File: config.mk
export PLATFORM = sky130hd
export DESIGN_NAME = mode_arbiter_flat
export DESIGN_NICKNAME = d
export VERILOG_FILES = /design/src/rtl/mode_arbiter_pkg.sv /design/src/rtl/mode_arbiter_if.sv /design/src/rtl/mode_arbiter_blink_gen.sv /design/src/rtl/mode_arbiter.sv /design/src/flat_wrapper.sv
export SDC_FILE = /design/constraint.sdc
export NUM_CORES = 1
export LEC_CHECK = 0
export ABC_AREA = 1
export CAP_MARGIN = 0
export CORE_MARGIN = 10
export CORE_UTILIZATION = 51
export DETAILED_ROUTE_END_ITERATION = 10
export DONT_BUFFER_PORTS = 1
export PLACE_DENSITY = 0.77
export SLEW_MARGIN = 20
export SYNTH_ARGS = -nofsm -noshare
export SYNTH_HDL_FRONTEND = slang
export SYNTH_SLANG_ARGS = --single-unit
File: constraint.sdc
create_clock -name clk -period 7 [get_ports clk]
set_input_delay 1.05 -clock clk [delete_from_list [all_inputs] [get_ports clk]]
set_output_delay 1.05 -clock clk [all_outputs]
set_load 0.01 [all_outputs]
File: src/rtl/mode_arbiter_pkg.sv
// Purpose : shared constants, state encoding and display helper for the front-panel arbiter.
// Latency : n/a (package only).
// Backpressure : n/a.
package mode_arbiter_pkg;

  localparam logic [7:0] SEG_BLANK = 8'hFF;  // segments are active-low, all ones = dark digit
  localparam int DIGITS = 6;
  localparam int SEG_W  = 8 * DIGITS;
  localparam int BTN_W  = 6;

  // Bit positions inside a 6-bit button vector
  localparam int BTN_UP    = 0;
  localparam int BTN_DOWN  = 1;
  localparam int BTN_LEFT  = 2;
  localparam int BTN_RIGHT = 3;
  localparam int BTN_ENTER = 4;
  localparam int BTN_ESC   = 5;

  // Function block indices
  localparam int MODE_CLOCK = 0;
  localparam int MODE_SW    = 1;
  localparam int MODE_TIMER = 2;
  localparam int MODE_ALARM = 3;

  typedef enum logic {
    ST_BLANK  = 1'b0,
    ST_ACTIVE = 1'b1
  } state_t;

  // Dark out every digit flagged in blk while the blink phase is in its off half.
  function automatic logic [SEG_W-1:0] apply_blink(input logic [SEG_W-1:0] disp,
                                                    input logic [DIGITS-1:0] blk,
                                                    input logic              phase);
    logic [SEG_W-1:0] s;
    s = disp;
    for (int d = 0; d < DIGITS; d++) begin
      if (blk[d] && !phase) s[8*d +: 8] = SEG_BLANK;
    end
    return s;
  endfunction

endpackage

File: src/rtl/mode_arbiter_if.sv
// Purpose : panel-side bundle between the arbiter and the function blocks.
// Latency : n/a (wires only); seg/cur_mode are registered inside the arbiter.
// Backpressure : none; mode switches are gated by norm_in of the active block.
// Signals: mode_btn, btn_in[6], disp_in[48*N], blk_in[6*N], norm_in[N] (into arbiter);
//          mode_en[N], btn_out[6*N], seg[48], cur_mode (out of arbiter).
interface mode_arbiter_if
  import mode_arbiter_pkg::*;
#(
  parameter int N_MODES = 4
);
  localparam int MW = (N_MODES > 1) ? $clog2(N_MODES) : 1;

  logic                       mode_btn;
  logic [BTN_W-1:0]           btn_in;
  logic [SEG_W*N_MODES-1:0]   disp_in;
  logic [DIGITS*N_MODES-1:0]  blk_in;
  logic [N_MODES-1:0]         norm_in;
  logic [N_MODES-1:0]         mode_en;
  logic [BTN_W*N_MODES-1:0]   btn_out;
  logic [SEG_W-1:0]           seg;
  logic [MW-1:0]              cur_mode;

  // master = panel / function-block side, slave = the arbiter
  modport master (
    output mode_btn, btn_in, disp_in, blk_in, norm_in,
    input  mode_en, btn_out, seg, cur_mode
  );

  modport slave (
    input  mode_btn, btn_in, disp_in, blk_in, norm_in,
    output mode_en, btn_out, seg, cur_mode
  );

endinterface

File: src/rtl/mode_arbiter_blink_gen.sv
// Purpose : square-wave blink phase, HALF cycles per half-period; restart forces phase=1.
// Latency : phase is a register; restart takes effect on the next cycle.
// Backpressure : none.
// Ports: clk, rst_n (sync, active-low), restart (in), phase (out).
module mode_arbiter_blink_gen #(
  parameter int HALF = 500000
) (
  input  logic clk,
  input  logic rst_n,
  input  logic restart,
  output logic phase
);

  localparam int CW = (HALF > 1) ? $clog2(HALF) : 1;
  localparam logic [CW-1:0] LAST = CW'(HALF - 1);

  logic [CW-1:0] cnt;

  always_ff @(posedge clk) begin
    if (!rst_n) begin
      cnt   <= '0;
      phase <= 1'b1;
    end else if (restart) begin
      cnt   <= '0;
      phase <= 1'b1;
    end else if (cnt == LAST) begin
      cnt   <= '0;
      phase <= ~phase;
    end else begin
      cnt <= cnt + 1'b1;
    end
  end

endmodule

File: src/rtl/mode_arbiter.sv
// Purpose : time-multiplexes buttons, segment bus and blink mask among N_MODES function blocks.
// Latency : seg is 1 cycle behind its inputs; mode_en/btn_out follow state and btn_in combinationally.
// Backpressure : a mode-button edge is honoured only when the active block reports norm; else dropped.
// Ports: clk, rst_n (sync, active-low), bus (mode_arbiter_if.slave).
module mode_arbiter
  import mode_arbiter_pkg::*;
#(
  parameter int N_MODES    = 4,
  parameter int BLANK_CYC  = 16,
  parameter int BLINK_HALF = 500000
) (
  input  logic          clk,
  input  logic          rst_n,
  mode_arbiter_if.slave bus
);

  localparam int MW = (N_MODES > 1) ? $clog2(N_MODES) : 1;
  localparam int BW = (BLANK_CYC > 1) ? $clog2(BLANK_CYC) : 1;
  localparam logic [BW-1:0] BLANK_LOAD = BW'(BLANK_CYC - 1);
  localparam logic [MW-1:0] LAST_MODE  = MW'(N_MODES - 1);

  state_t           state, state_nxt;
  logic [BW-1:0]    blank_cnt, blank_nxt;
  logic [MW-1:0]    cur, cur_nxt;
  logic             mode_btn_q;
  logic [BTN_W-1:0] btn_mask;
  logic [SEG_W-1:0] seg_q, seg_nxt;
  logic             blink_ph;
  logic             mode_edge;
  logic             accept;
  logic             enter_active;

  assign mode_edge = bus.mode_btn & ~mode_btn_q;

  // Next-state: BLANK counts down the dead time, ACTIVE waits for a qualified edge.
  always_comb begin
    state_nxt    = state;
    blank_nxt    = blank_cnt;
    cur_nxt      = cur;
    accept       = 1'b0;
    enter_active = 1'b0;
    case (state)
      ST_BLANK: begin
        if (blank_cnt == '0) begin
          state_nxt    = ST_ACTIVE;
          enter_active = 1'b1;
        end else begin
          blank_nxt = blank_cnt - 1'b1;
        end
      end
      ST_ACTIVE: begin
        // Edge arriving while the block is mid-edit is dropped, not queued.
        if (mode_edge && bus.norm_in[cur]) begin
          accept    = 1'b1;
          state_nxt = ST_BLANK;
          blank_nxt = BLANK_LOAD;
          cur_nxt   = (cur == LAST_MODE) ? '0 : cur + 1'b1;
        end
      end
      default: state_nxt = ST_BLANK;
    endcase
  end

  // Enables and button routing; the accepting cycle routes nothing so the
  // outgoing block never sees a button together with its own deselection.
  always_comb begin
    bus.mode_en = '0;
    bus.btn_out = '0;
    if (state == ST_ACTIVE) begin
      bus.mode_en[cur] = 1'b1;
      if (!accept) bus.btn_out[BTN_W*int'(cur) +: BTN_W] = bus.btn_in & ~btn_mask;
    end
  end

  always_comb begin
    seg_nxt = {DIGITS{SEG_BLANK}};
    if (state == ST_ACTIVE) begin
      seg_nxt = apply_blink(bus.disp_in[SEG_W*int'(cur) +: SEG_W],
                            bus.blk_in[DIGITS*int'(cur) +: DIGITS], blink_ph);
    end
  end

  always_ff @(posedge clk) begin
    if (!rst_n) begin
      state      <= ST_BLANK;
      blank_cnt  <= BLANK_LOAD;
      cur        <= MW'(MODE_CLOCK);
      mode_btn_q <= 1'b0;
      btn_mask   <= '1;
      seg_q      <= {DIGITS{SEG_BLANK}};
    end else begin
      state      <= state_nxt;
      blank_cnt  <= blank_nxt;
      cur        <= cur_nxt;
      mode_btn_q <= bus.mode_btn;
      seg_q      <= seg_nxt;
      // Mask every button on entry; a bit unmasks only once seen released,
      // so a press held across the switch never reaches the new block.
      if (enter_active) btn_mask <= '1;
      else if (state == ST_ACTIVE) btn_mask <= btn_mask & bus.btn_in;
    end
  end

  assign bus.seg      = seg_q;
  assign bus.cur_mode = cur;

  mode_arbiter_blink_gen #(
    .HALF (BLINK_HALF)
  ) u_blink (
    .clk     (clk),
    .rst_n   (rst_n),
    .restart (enter_active),
    .phase   (blink_ph)
  );

endmodule

File: src/flat_wrapper.sv
// flat-port wrapper written by rule: the top's interface ports become plain ports
module mode_arbiter_flat import mode_arbiter_pkg::*;
#(
  parameter int N_MODES    = 4,
  parameter int BLANK_CYC  = 16,
  parameter int BLINK_HALF = 500000
)
  (clk, rst_n, bus_mode_btn, bus_btn_in, bus_disp_in, bus_blk_in, bus_norm_in, bus_mode_en, bus_btn_out, bus_seg, bus_cur_mode);
  mode_arbiter_if #(.N_MODES(N_MODES)) bus_i ();
  input  logic clk;
  input  logic rst_n;
  input wire logic [$bits(bus_i.mode_btn)-1:0] bus_mode_btn;
  input wire logic [$bits(bus_i.btn_in)-1:0] bus_btn_in;
  input wire logic [$bits(bus_i.disp_in)-1:0] bus_disp_in;
  input wire logic [$bits(bus_i.blk_in)-1:0] bus_blk_in;
  input wire logic [$bits(bus_i.norm_in)-1:0] bus_norm_in;
  output wire logic [$bits(bus_i.mode_en)-1:0] bus_mode_en;
  output wire logic [$bits(bus_i.btn_out)-1:0] bus_btn_out;
  output wire logic [$bits(bus_i.seg)-1:0] bus_seg;
  output wire logic [$bits(bus_i.cur_mode)-1:0] bus_cur_mode;
  assign bus_i.mode_btn = bus_mode_btn;
  assign bus_i.btn_in = bus_btn_in;
  assign bus_i.disp_in = bus_disp_in;
  assign bus_i.blk_in = bus_blk_in;
  assign bus_i.norm_in = bus_norm_in;
  assign bus_mode_en = bus_i.mode_en;
  assign bus_btn_out = bus_i.btn_out;
  assign bus_seg = bus_i.seg;
  assign bus_cur_mode = bus_i.cur_mode;
  mode_arbiter #(.N_MODES(N_MODES), .BLANK_CYC(BLANK_CYC), .BLINK_HALF(BLINK_HALF)) u_core (.clk(clk), .rst_n(rst_n), .bus(bus_i));
endmodule
# Yosys cells after proc, flatten, opt, wreduce, memory -nomap -nowiden
# Index checks and enable logic that the tools add are counted.
# word_totals
register_bits	82
mem_bits_rw	0
mem_count	0
mem_bits_ro	0
latchBits	0
output_inout_bits	78
# op_classes
n_reduce_logical	20
mul	2
n_eq_ne	4
muxes	17
n_lt_le_gt_ge	2
shift	4
div_mod_pow	0
bitwise	9
add_sub_neg	4
# op_table
cell	n
variable part select 192 x 32 -> 48 bit	1
two-way mux 24 bit	2
negator 32 -> 33 bit	1
variable shift 6 x 33 -> 24 bit, first input constant	1
variable part select 6 x 33 -> 24 bit	1
variable part select 24 x 32 -> 6 bit	1
bitwise AND 24 bit	1
OR reduction 3 bit	7
adder 19 x 1 -> 19 bit, second input constant	1
equality test 19 bit, second input constant	1
bitwise AND 6 bit	2
two-way mux 4 bit	3
logical AND 1 bit	8
multiplier 2 x 2 -> 4 bit, first input constant	2
case mux 4 bit (2 select lines)	1
two-way mux 1 bit	7
NOT 6 bit	1
logical NOT 4 bit	1
!= test 2 bit, second input constant	2
NOT 1 bit	4
AND reduction 2 bit	2
subtractor 4 x 1 -> 4 bit, second input constant	1
less-than comparator 2 x 3 -> 1 bit, second input constant	1
adder 2 x 1 -> 2 bit, second input constant	1
9 further kinds	9

# Logic depth before layout (Yosys ltp)
# Gate-level depths: netlist (run 1).
# logic_depth
word_depth	7
mapped_depth	14
ltp_nobuf	10

# Hierarchy
# Synthesis (run 1) repeated with hierarchy kept, for this count alone.
# unflattened
cells_unflattened	766
hier_area_um2	5018.6
# modules_own_cells
module	area_per_inst_um2	cells_each	instances
mode_arbiter	3953.8	602	1
mode_arbiter_blink_gen	1064.8	164	1

# Worst setup path before layout (run 1)
# OpenSTA, ideal clock, no wires.
# synth_timing
path_kind	flip-flop to output port
from	reg u_core.cur[0] (netlist: u_core.bus.cur_mode[0])
to	out bus_btn_out[17]
t_required_ns	5.950
t_arrival_ns	2.226
path_slack_ns	3.724
path_buffers	3
stages_incl_launch_ff	10
path_cell_list	dfxtp_1 inv_2 buf_6 buf_2 buf_2 ha_1 inv_2 nor2_1 nand4_4 nor2_1
# synth_via
elab_chain_len	7
word_cells_on_any_way	12
classes_between	add/sub: 1; mul: 1; shift: 2; mux: 6; bitwise: 1; reduce/logical: 1
# synth_rtl
element	line_no	rtl
start: declaration	mode_arbiter.sv:24	logic [MW-1:0] cur, cur_nxt;
start signal: assignment	mode_arbiter.sv:87	cur <= MW'(MODE_CLOCK);
start signal: assignment	mode_arbiter.sv:94	cur <= cur_nxt;
parallel branches: the longest is 5 deep, another holds negator 32 -> 33 bit	-	
two-way mux 24 bit (*)	mode_arbiter.sv:71	if (!accept) bus.btn_out[BTN_W*int'(cur) +: BTN_W] = bus.btn_in & ~btn_mask;
two-way mux 24 bit (*)	mode_arbiter.sv:69	if (state == ST_ACTIVE) begin
end: declaration	flat_wrapper.sv:18	output wire logic [$bits(bus_i.btn_out)-1:0] bus_btn_out;
# Every way passes the cells marked *. The select of a mux whose other input is x is not followed.

# Worst setup path in the final report (run 1)
# layout_timing
from	reg u_core.cur[0] (netlist: u_core.bus.cur_mode[0])
to	out bus_btn_out[19]
# The elaborated chain is that of the path after synthesis.

==> results of run 1 <==
[stage by stage]
step / hold WS [ps] / util / instance area [sq um] / cells / setup WS (ps)
floorplan: 429 / - / 5160 / 816 / 3720
global placement: 440 / 0.519 / 5100 / 907 / 2880
detailed placement: 459 / 0.519 / 5100 / 907 / 2780
CTS: 475 / 0.543 / 5340 / 923 / 2380
global route: 490 / 0.543 / 5340 / 923 / 2040
finish: 471 / 0.543 / 5340 / 923 / 2360
[area by class of cell]
class                      instances  area, sq um
multi-input combinational        633         3050
fill                             980         4480
clock inverter                     7          111
timing repair buffer               2         15.0
inverter                          57          215
sequential                        82         1650
tap                              133          166
clock buffer                       9          124
[worst max-delay path: cells and delay by family, from the launching register on]
kind                     cells  cell delay [ps]
AND/OR/NAND/NOR              4              810
adder cells (fa/ha/maj)      1              760
buffers and inverters        3              910
flip-flops                   1              700
[cell usage in the layout, fill, tap and decap left out, drive strengths merged, types with 2 or more instances in the layout]
master  netlist  routed
o21ai       103     103
nand4        15      15
a21oi        17      17
nand3        56      56
a32o          4       4
nand2       153     153
buf          30       2
ha            9       9
o211ai       45      45
inv          57      58
dfxtp        82      82
xor2          6       6
a31oi         2       2
bufinv        0       2
nor2        208     208
clkinv        0       4
or2           5       5
clkbuf       14       9
nor3          5       5
[power by group]
part           switching (mW)  total [mW]  internal [mW]  leakage (nW)
clock network           0.191       0.398          0.208         0.117
registers             0.00323       0.472          0.469         0.666
logic                  0.0238      0.0396         0.0158          1.31
[cells in the mapped netlist]
cell and count:
nand4_1 12, dfxtp_1 82, o21ai_0 101, o31ai_1 1, nor2_1 206, buf_1 4, or2_2 5, nor2_2 1
nor2b_1 1, o211ai_1 45, nand3_1 53, nand4_2 1, a21oi_1 17, and2_1 1, nor2_4 1, xnor2_1 1
buf_6 5, o21ai_1 2, nand3_2 3, xor2_1 6, clkbuf_1 14, ha_1 9, buf_2 13, buf_4 8
nor3_2 2, nand2_1 151, nor3_1 3, inv_1 45, nand4_4 2, inv_2 12, nand3b_1 1, nand2_2 2
a31oi_1 2, a32o_1 4
[per-layer routing]
layer  vias to the layer above  share of wire
met4                         0          0.020
met3                        30           0.12
met5                         -              0
li1                       2626              -
met2                       332           0.48
met1                      2527           0.38
[worst max path at each step]
stage,from,endpoint,cells after the start
5_1_grt,u_core.bus.cur_mode[0],bus_btn_out[4],7
3_5_place_dp,u_core.bus.cur_mode[0],bus_btn_out[4],7
6_report,u_core.bus.cur_mode[0],bus_btn_out[19],8
4_1_cts,u_core.bus.cur_mode[0],bus_btn_out[4],7
2_1_floorplan,u_core.bus.cur_mode[0],bus_btn_out[17],9
3_3_place_gp,u_core.bus.cur_mode[0],bus_btn_out[9],8
[registers in the layout (all words and copies together), names as in the netlist]
signal and flops:
u_core.bus.seg 48, u_core.u_blink.cnt 19, u_core.btn_mask 6, u_core.blank_cnt 4, u_core.bus.cur_mode 2, u_core.mode_btn_q 1
u_core.state 1, u_core.u_blink.phase 1
[kinds of logic (layout without fill, tap and decap cells)]
family	after synthesis	count (layout)	synth area share
compound gates	172	172	0.194
xor+xnor	7	7	0.0119
fa+ha+maj	9	9	0.0218
buf+inv	101	75	0.0897
flops	82	82	0.318
simple gates	445	445	0.365
==> impl_metrics.json, run 1 <==
{
  "wirelength_um": 19700,
  "pin_count": 307,
  "slew_headroom": 0.293,
  "crit_top_cell": "nor2_1",
  "cts_tree": "yes",
  "slowest_delay_ps": 760,
  "critPathArrivalTime_ps": 3590,
  "dr.pass1.iters": 5,
  "yosys.area.top_type": "dfxtp_1",
  "die_x_um": 121,
  "syn-cell-area_sq_um": 5160,
  "critPathCaptureType": "output pin",
  "wl_per_cell_um": 21.3,
  "ant_nets": 0,
  "fmax_ghz": 0.216,
  "grt_use_met3": 0.0968,
  "fin_crit_ps": 4640,
  "final-setup-viol-count": 0,
  "cts_resized": 0,
  "reg2reg_to": "u_core.blank_cnt[2]",
  "slew_violations": 0,
  "hold_path_class": "reg2reg",
  "worstPathCellList": "clkinv_2 > ha_1 > inv_2 > nor2_1 > inv_1 > nand2_1 > nand4_1 > nor2_1",
  "busiest_layer": "met2",
  "drc_errors": 0,
  "numCtsBuffers": 9,
  "grtUsageMet2": 0.417,
  "hold_violations": 0,
  "clkTransAtPathRegs_ps": 90,
  "ys_ff_latch": 82,
  "hold_depth": 2,
  "grt-ovfl-total": 0,
  "area_growth_syn_to_layout_pct": 3.42,
  "timing.rr.start": "u_core.bus.cur_mode[0]",
  "h-tree-depth": 3,
  "setup-tns-final_ps": 0,
  "gp_congestion": 0.962,
  "synth_area_leaders": "dfxtp_1 (32%), nor2_1 (15%), nand2_1 (11%)",
  "avgSynthCellArea_sq_um": 6.32,
  "clock_latency_ps": 360,
  "finish.net_count": 1023,
  "holdCritStartpoint": "u_core.u_blink.phase",
  "fp-row-count": 36,
  "yosysWarnings": 0,
  "cp_max_fo": 64,
  "core-area_sq_um": 9820,
  "post-route-period-util": 0.663,
  "grt_pass1_wl_um": 29300,
  "worstRegToRegCells": 8,
  "cts_max_path_buffers": 2,
  "fin_skew_ps": 14.6,
  "timing.max_cap.violations": 0,
  "antenna_found_initial": 0,
  "root_buffer": "clkbuf_8",
  "diodes": 0,
  "track_usage": 0.248,
  "rsz0062_at_grt": "false",
  "hold_buffers": 0,
  "r2r_slack_ps": 3970,
  "power_density_nw_per_um2": 171,
  "synth_cell_type_count": 34,
  "slowest_stage": "ha_1",
  "numClockSinks": 82,
  "drt-initial-drc-count": 496,
  "synth.yosys.seq_area_share": 0.318,
  "max_slew.worst_pin.slew_ps": 1060,
  "p_leak_nw": 2.09,
  "start_kind": "register",
  "drive_gt1_frac": 0.0620,
  "synth_nets": 1054,
  "vias": 5515,
  "port_buffers": 0,
  "fp.dieH_um": 121,
  "required_ps": 5950,
  "grtUsageMet1": 0.287,
  "dpl.hpwl_um": 15800,
  "total_power_mw": 0.910,
  "status": "finished clean",
  "synthCells": 816,
  "die-area_sq_um": 14500,
  "holdPathEnd": "u_core.u_blink.phase",
  "ir_drop_uv": 91.6,
  "synth_top_area_share": 0.318,
  "grt_max_degree": 111,
  "start_util": 0.525,
  "routed_via_density": 5.98,
  "cts_setup_buffers": 0,
  "crit_type": "reg2out",
  "grt_pass1_vias": 5303
}
No activity file was read; power rests on OpenSTA's default activity.
==> inputs of run 2 (changes only) <==
==> constraint.sdc (replaced) <==
create_clock -name clk -period 4.85 [get_ports clk]
set_input_delay 0.7275 -clock clk [delete_from_list [all_inputs] [get_ports clk]]
set_output_delay 0.7275 -clock clk [all_outputs]
set_load 0.01 [all_outputs]
==> impl_metrics.json, run 2 (synthesized netlist as in run 1, its figures left out) <==
{
  "p_leak_nw": 2.10,
  "ant_nets": 0,
  "crit_type": "reg2out",
  "die-area_sq_um": 14500,
  "wirelength_um": 19400,
  "clock_latency_ps": 360,
  "fp-row-count": 36,
  "cp_max_fo": 59,
  "timing.max_cap.violations": 0,
  "fin_ws_ps": 1150,
  "track_usage": 0.245,
  "placedCellCount": 909,
  "port_buffers": 0,
  "drt-initial-drc-count": 506,
  "root_buffer": "clkbuf_8",
  "gp_congestion": 0.967,
  "slew_headroom": 0.546,
  "max_slew.worst_pin.slew_ps": 682,
  "status": "finished clean",
  "dp_slack_ps": 1560,
  "fp.dieH_um": 121,
  "drive_gt1_frac": 0.0644,
  "finalInstanceArea_sq_um": 5350,
  "drc_errors": 0,
  "largest_register_ffs": 48,
  "setup-tns-final_ps": 0,
  "die_x_um": 121,
  "hold_buffers": 0,
  "power_density_nw_per_um2": 247,
  "start_kind": "register",
  "r2r_slack_ps": 2530,
  "pin_count": 307,
  "start_util": 0.525,
  "slowest_stage": "dfxtp_4",
  "total_power_mw": 1.32,
  "critPathCaptureType": "output pin",
  "cts_resized": 0,
  "post-route-period-util": 0.763,
  "grt_max_degree": 75,
  "slowest_delay_ps": 690,
  "fin_crit_ps": 3700,
  "rsz0062_at_grt": "false",
  "worstPathCellList": "clkinv_2 > buf_4 > ha_1 > inv_2 > nor2_1 > inv_1 > nand2_1 > nand4_1 > nor2_1",
  "numClockSinks": 82,
  "hold_ws_ps": 458,
  "grt-ovfl-total": 0,
  "cts_setup_buffers": 0,
  "utilization": 0.544,
  "place_area_sq_um": 5110,
  "vias": 5425,
  "core-area_sq_um": 9820,
  "cts_max_path_buffers": 2,
  "final-instance-count-excl-fill": 925,
  "dpl.hpwl_um": 15500,
  "fmax_ghz": 0.270,
  "final-setup-viol-count": 0,
  "numCtsBuffers": 9,
  "slew_violations": 0,
  "final_cell_mix": "nor2_1 (206), nand2_1 (151), o21ai_0 (101)",
  "required_ps": 4120,
  "antenna_found_initial": 0,
  "h-tree-depth": 3,
  "finish.net_count": 1025,
  "grt_pass1_wl_um": 28900,
  "wl_per_cell_um": 21.0,
  "grt_pass1_vias": 5238,
  "crit_top_cell": "nor2_1",
  "diodes": 0,
  "dr.pass1.iters": 5,
  "cts_tree": "yes",
  "clkTransAtPathRegs_ps": 100,
  "routed_via_density": 5.86,
  "ir_drop_uv": 165,
  "critPathArrivalTime_ps": 2970,
  "layout_commonest_cell": "nor2_1",
  "area_growth_syn_to_layout_pct": 3.61,
  "hold_violations": 0,
  "hold_path_class": "in2reg",
  "fin_skew_ps": 10.4
}
## run 2: cell count changes in the layout (fill, tap and decap cells not counted)
cell	previous run	this run
buf_4	2	4
clkinv_4	2	0
inv_6	2	4
clkinv_8	1	0
inv_8	0	1
## run 2: where the power goes
| group | leakage [nW] | switching (mW) | internal, mW |
|---|---|---|---|
| registers | 0.666 | 0.00472 | 0.676 |
| clock network | 0.117 | 0.279 | 0.301 |
| logic | 1.32 | 0.0337 | 0.0230 |
## run 2: path summary, 6_finish.rpt
kind	startpoint	to	cells after the start
worst max-delay path	u_core.bus.cur_mode[0]	bus_btn_out[19]	9
worst min-delay path	bus_mode_btn	u_core.mode_btn_q	2
worst max register to register	u_core.bus.cur_mode[0]	u_core.bus.seg[47]	9
worst min register to register	u_core.btn_mask[3]	u_core.btn_mask[3]	2
## run 2: layout make-up
cell class | instances | area (sq um)
repair buffers | 4 | 30.0
clock inverters | 7 | 106
flip-flops and latches | 82 | 1650
fillers | 974 | 4470
multi-input cells | 633 | 3050
clock buffers | 9 | 124
inverters | 57 | 215
well taps | 133 | 166
## run 2: worst max-delay path, delay by kind of cell, from the launching register on
kind | cells | cell delay, ps
buf+inv | 4 | 570
simple gates | 4 | 820
flops | 1 | 690
fa+ha+maj | 1 | 530
## run 2: metal layers
layer,GRT usage,share of wire,vias up
met5,0,0,-
met4,0.0822,0.022,0
met3,0.0884,0.11,28
met2,0.417,0.49,319
met1,0.280,0.38,2453
li1,-,-,2625
==> inputs of run 3 (changes only) <==
--- a/config.mk
+++ b/config.mk
@@ -11,7 +11,7 @@
 export CORE_UTILIZATION = 51
 export DETAILED_ROUTE_END_ITERATION = 10
 export DONT_BUFFER_PORTS = 1
-export PLACE_DENSITY = 0.77
+export PLACE_DENSITY = 0.8
 export SLEW_MARGIN = 20
 export SYNTH_ARGS = -nofsm -noshare
 export SYNTH_HDL_FRONTEND = slang
==> constraint.sdc (replaced) <==
create_clock -name clk -period 3.4 [get_ports clk]
set_input_delay 0.51 -clock clk [delete_from_list [all_inputs] [get_ports clk]]
set_output_delay 0.51 -clock clk [all_outputs]
set_load 0.01 [all_outputs]
==> impl_metrics.json, run 3 (synthesized netlist as in run 1, its figures left out) <==
{
  "hold_buffers": 0,
  "dpl.hpwl_um": 14700,
  "slew_headroom": 0.485,
  "setup-tns-final_ps": 0,
  "start_util": 0.525,
  "fin_crit_ps": 2990,
  "antenna_found_initial": 0,
  "post-route-period-util": 0.881,
  "placedCellCount": 910,
  "slew_violations": 0,
  "port_buffers": 0,
  "start_kind": "register",
  "critPathArrivalTime_ps": 2480,
  "r2r_slack_ps": 1190,
  "worstRegToRegCells": 8,
  "critPathLaunch": "u_core.bus.cur_mode[1]",
  "status": "finished clean",
  "cts_tree": "yes",
  "p_leak_nw": 2.09,
  "numClockSinks": 82,
  "clkTransAtPathRegs_ps": 80,
  "wl_per_cell_um": 19.6,
  "worstSetupEndpoint": "bus_btn_out[19]",
  "final-instance-count-excl-fill": 926,
  "fmax_ghz": 0.334,
  "pin_count": 307,
  "cts_resized": 0,
  "drt-initial-drc-count": 471,
  "drive_gt1_frac": 0.0643,
  "rsz0062_at_grt": "false",
  "final-setup-viol-count": 0,
  "diodes": 0,
  "hold_path_class": "in2reg",
  "power_density_nw_per_um2": 334,
  "die-area_sq_um": 14500,
  "fin_skew_ps": 12.6,
  "core-area_sq_um": 9820,
  "grt-ovfl-total": 0,
  "finish.net_count": 1026,
  "crit_type": "reg2out",
  "ir_drop_uv": 213,
  "final_cell_mix": "nor2_1 (206), nand2_1 (151), o21ai_0 (101)",
  "required_ps": 2890,
  "largest_register_ffs": 48,
  "cp_max_fo": 26,
  "critPathCaptureType": "output pin",
  "grt_pass1_wl_um": 27100,
  "dr.pass1.iters": 5,
  "utilization": 0.542,
  "wirelength_um": 18200,
  "routed_via_density": 5.81,
  "drc_errors": 0,
  "fp-row-count": 36,
  "vias": 5378,
  "reg2reg_to": "u_core.bus.seg[20]",
  "grt_max_degree": 86,
  "cts_setup_buffers": 0,
  "h-tree-depth": 3,
  "timing.max_cap.violations": 0,
  "die_x_um": 121,
  "area_growth_syn_to_layout_pct": 3.23,
  "max_slew.worst_pin.slew_ps": 773,
  "clock_latency_ps": 360,
  "ant_nets": 0,
  "cts_max_path_buffers": 2,
  "hold_violations": 0,
  "timing.rr.start": "u_core.bus.cur_mode[0]",
  "root_buffer": "clkbuf_8",
  "grt_pass1_vias": 4968,
  "numCtsBuffers": 9,
  "gp_congestion": 0.976,
  "layout_commonest_cell": "nor2_1",
  "fp.dieH_um": 121,
  "track_usage": 0.230
}
-- run 3: final cells by class --
cell class | instances | area, sq um
Fill cell | 988 | 4490
Clock buffer | 11 | 141
Clock inverter | 5 | 61.3
Timing Repair Buffer | 5 | 37.5
Tap cell | 133 | 166
Inverter | 57 | 215
Sequential cell | 82 | 1650
Multi-Input combinational cell | 633 | 3050
-- run 3: critical path, cell delays in order, from the launching register on --
cell     delay [ps]
dfxtp_4         530
inv_2           160
ha_1            460
inv_2            90
nor2_1          410
inv_1            80
nand2_1          80
nand4_1          70
nor2_1          260
-- run 3: where the power goes --
part           total (mW)  switching (mW)  internal (mW)
registers           0.971         0.00601          0.965
logic              0.0794          0.0469         0.0326
clock network       0.727           0.362          0.365
-- run 3: stage by stage --
stage	cell area, sq um	hold slack (ps)	setup slack, ps	power [mW]
global route	5330	237	225	1.85
CTS	5330	239	408	1.79
global placement	5120	441	804	1.07
detailed placement	5120	449	799	1.07
finish	5330	250	405	1.78
floorplan	5160	429	664	1.06
-- run 3: worst min-delay path by stage --
| stage | cells after the start | from | endpoint | slack [ps] |
|---|---|---|---|---|
| finish | 1 | rst_n | u_core.blank_cnt[2] | 250 |
| global route | 1 | rst_n | u_core.blank_cnt[2] | 240 |
| CTS | 1 | rst_n | u_core.blank_cnt[2] | 240 |
| detailed placement | 2 | u_core.u_blink.phase | u_core.u_blink.phase | 450 |
| global placement | 2 | u_core.u_blink.phase | u_core.u_blink.phase | 440 |
| floorplan | 2 | u_core.u_blink.phase | u_core.u_blink.phase | 430 |
-- run 3: layer usage --
layer	share of wire	track usage	vias up	routed length (um)
li1	-	-	2636	-
met5	0	0	-	0
met4	0.021	0.0830	0	377
met3	0.10	0.0703	27	1830
met1	0.39	0.269	2404	7110
met2	0.49	0.387	311	8850
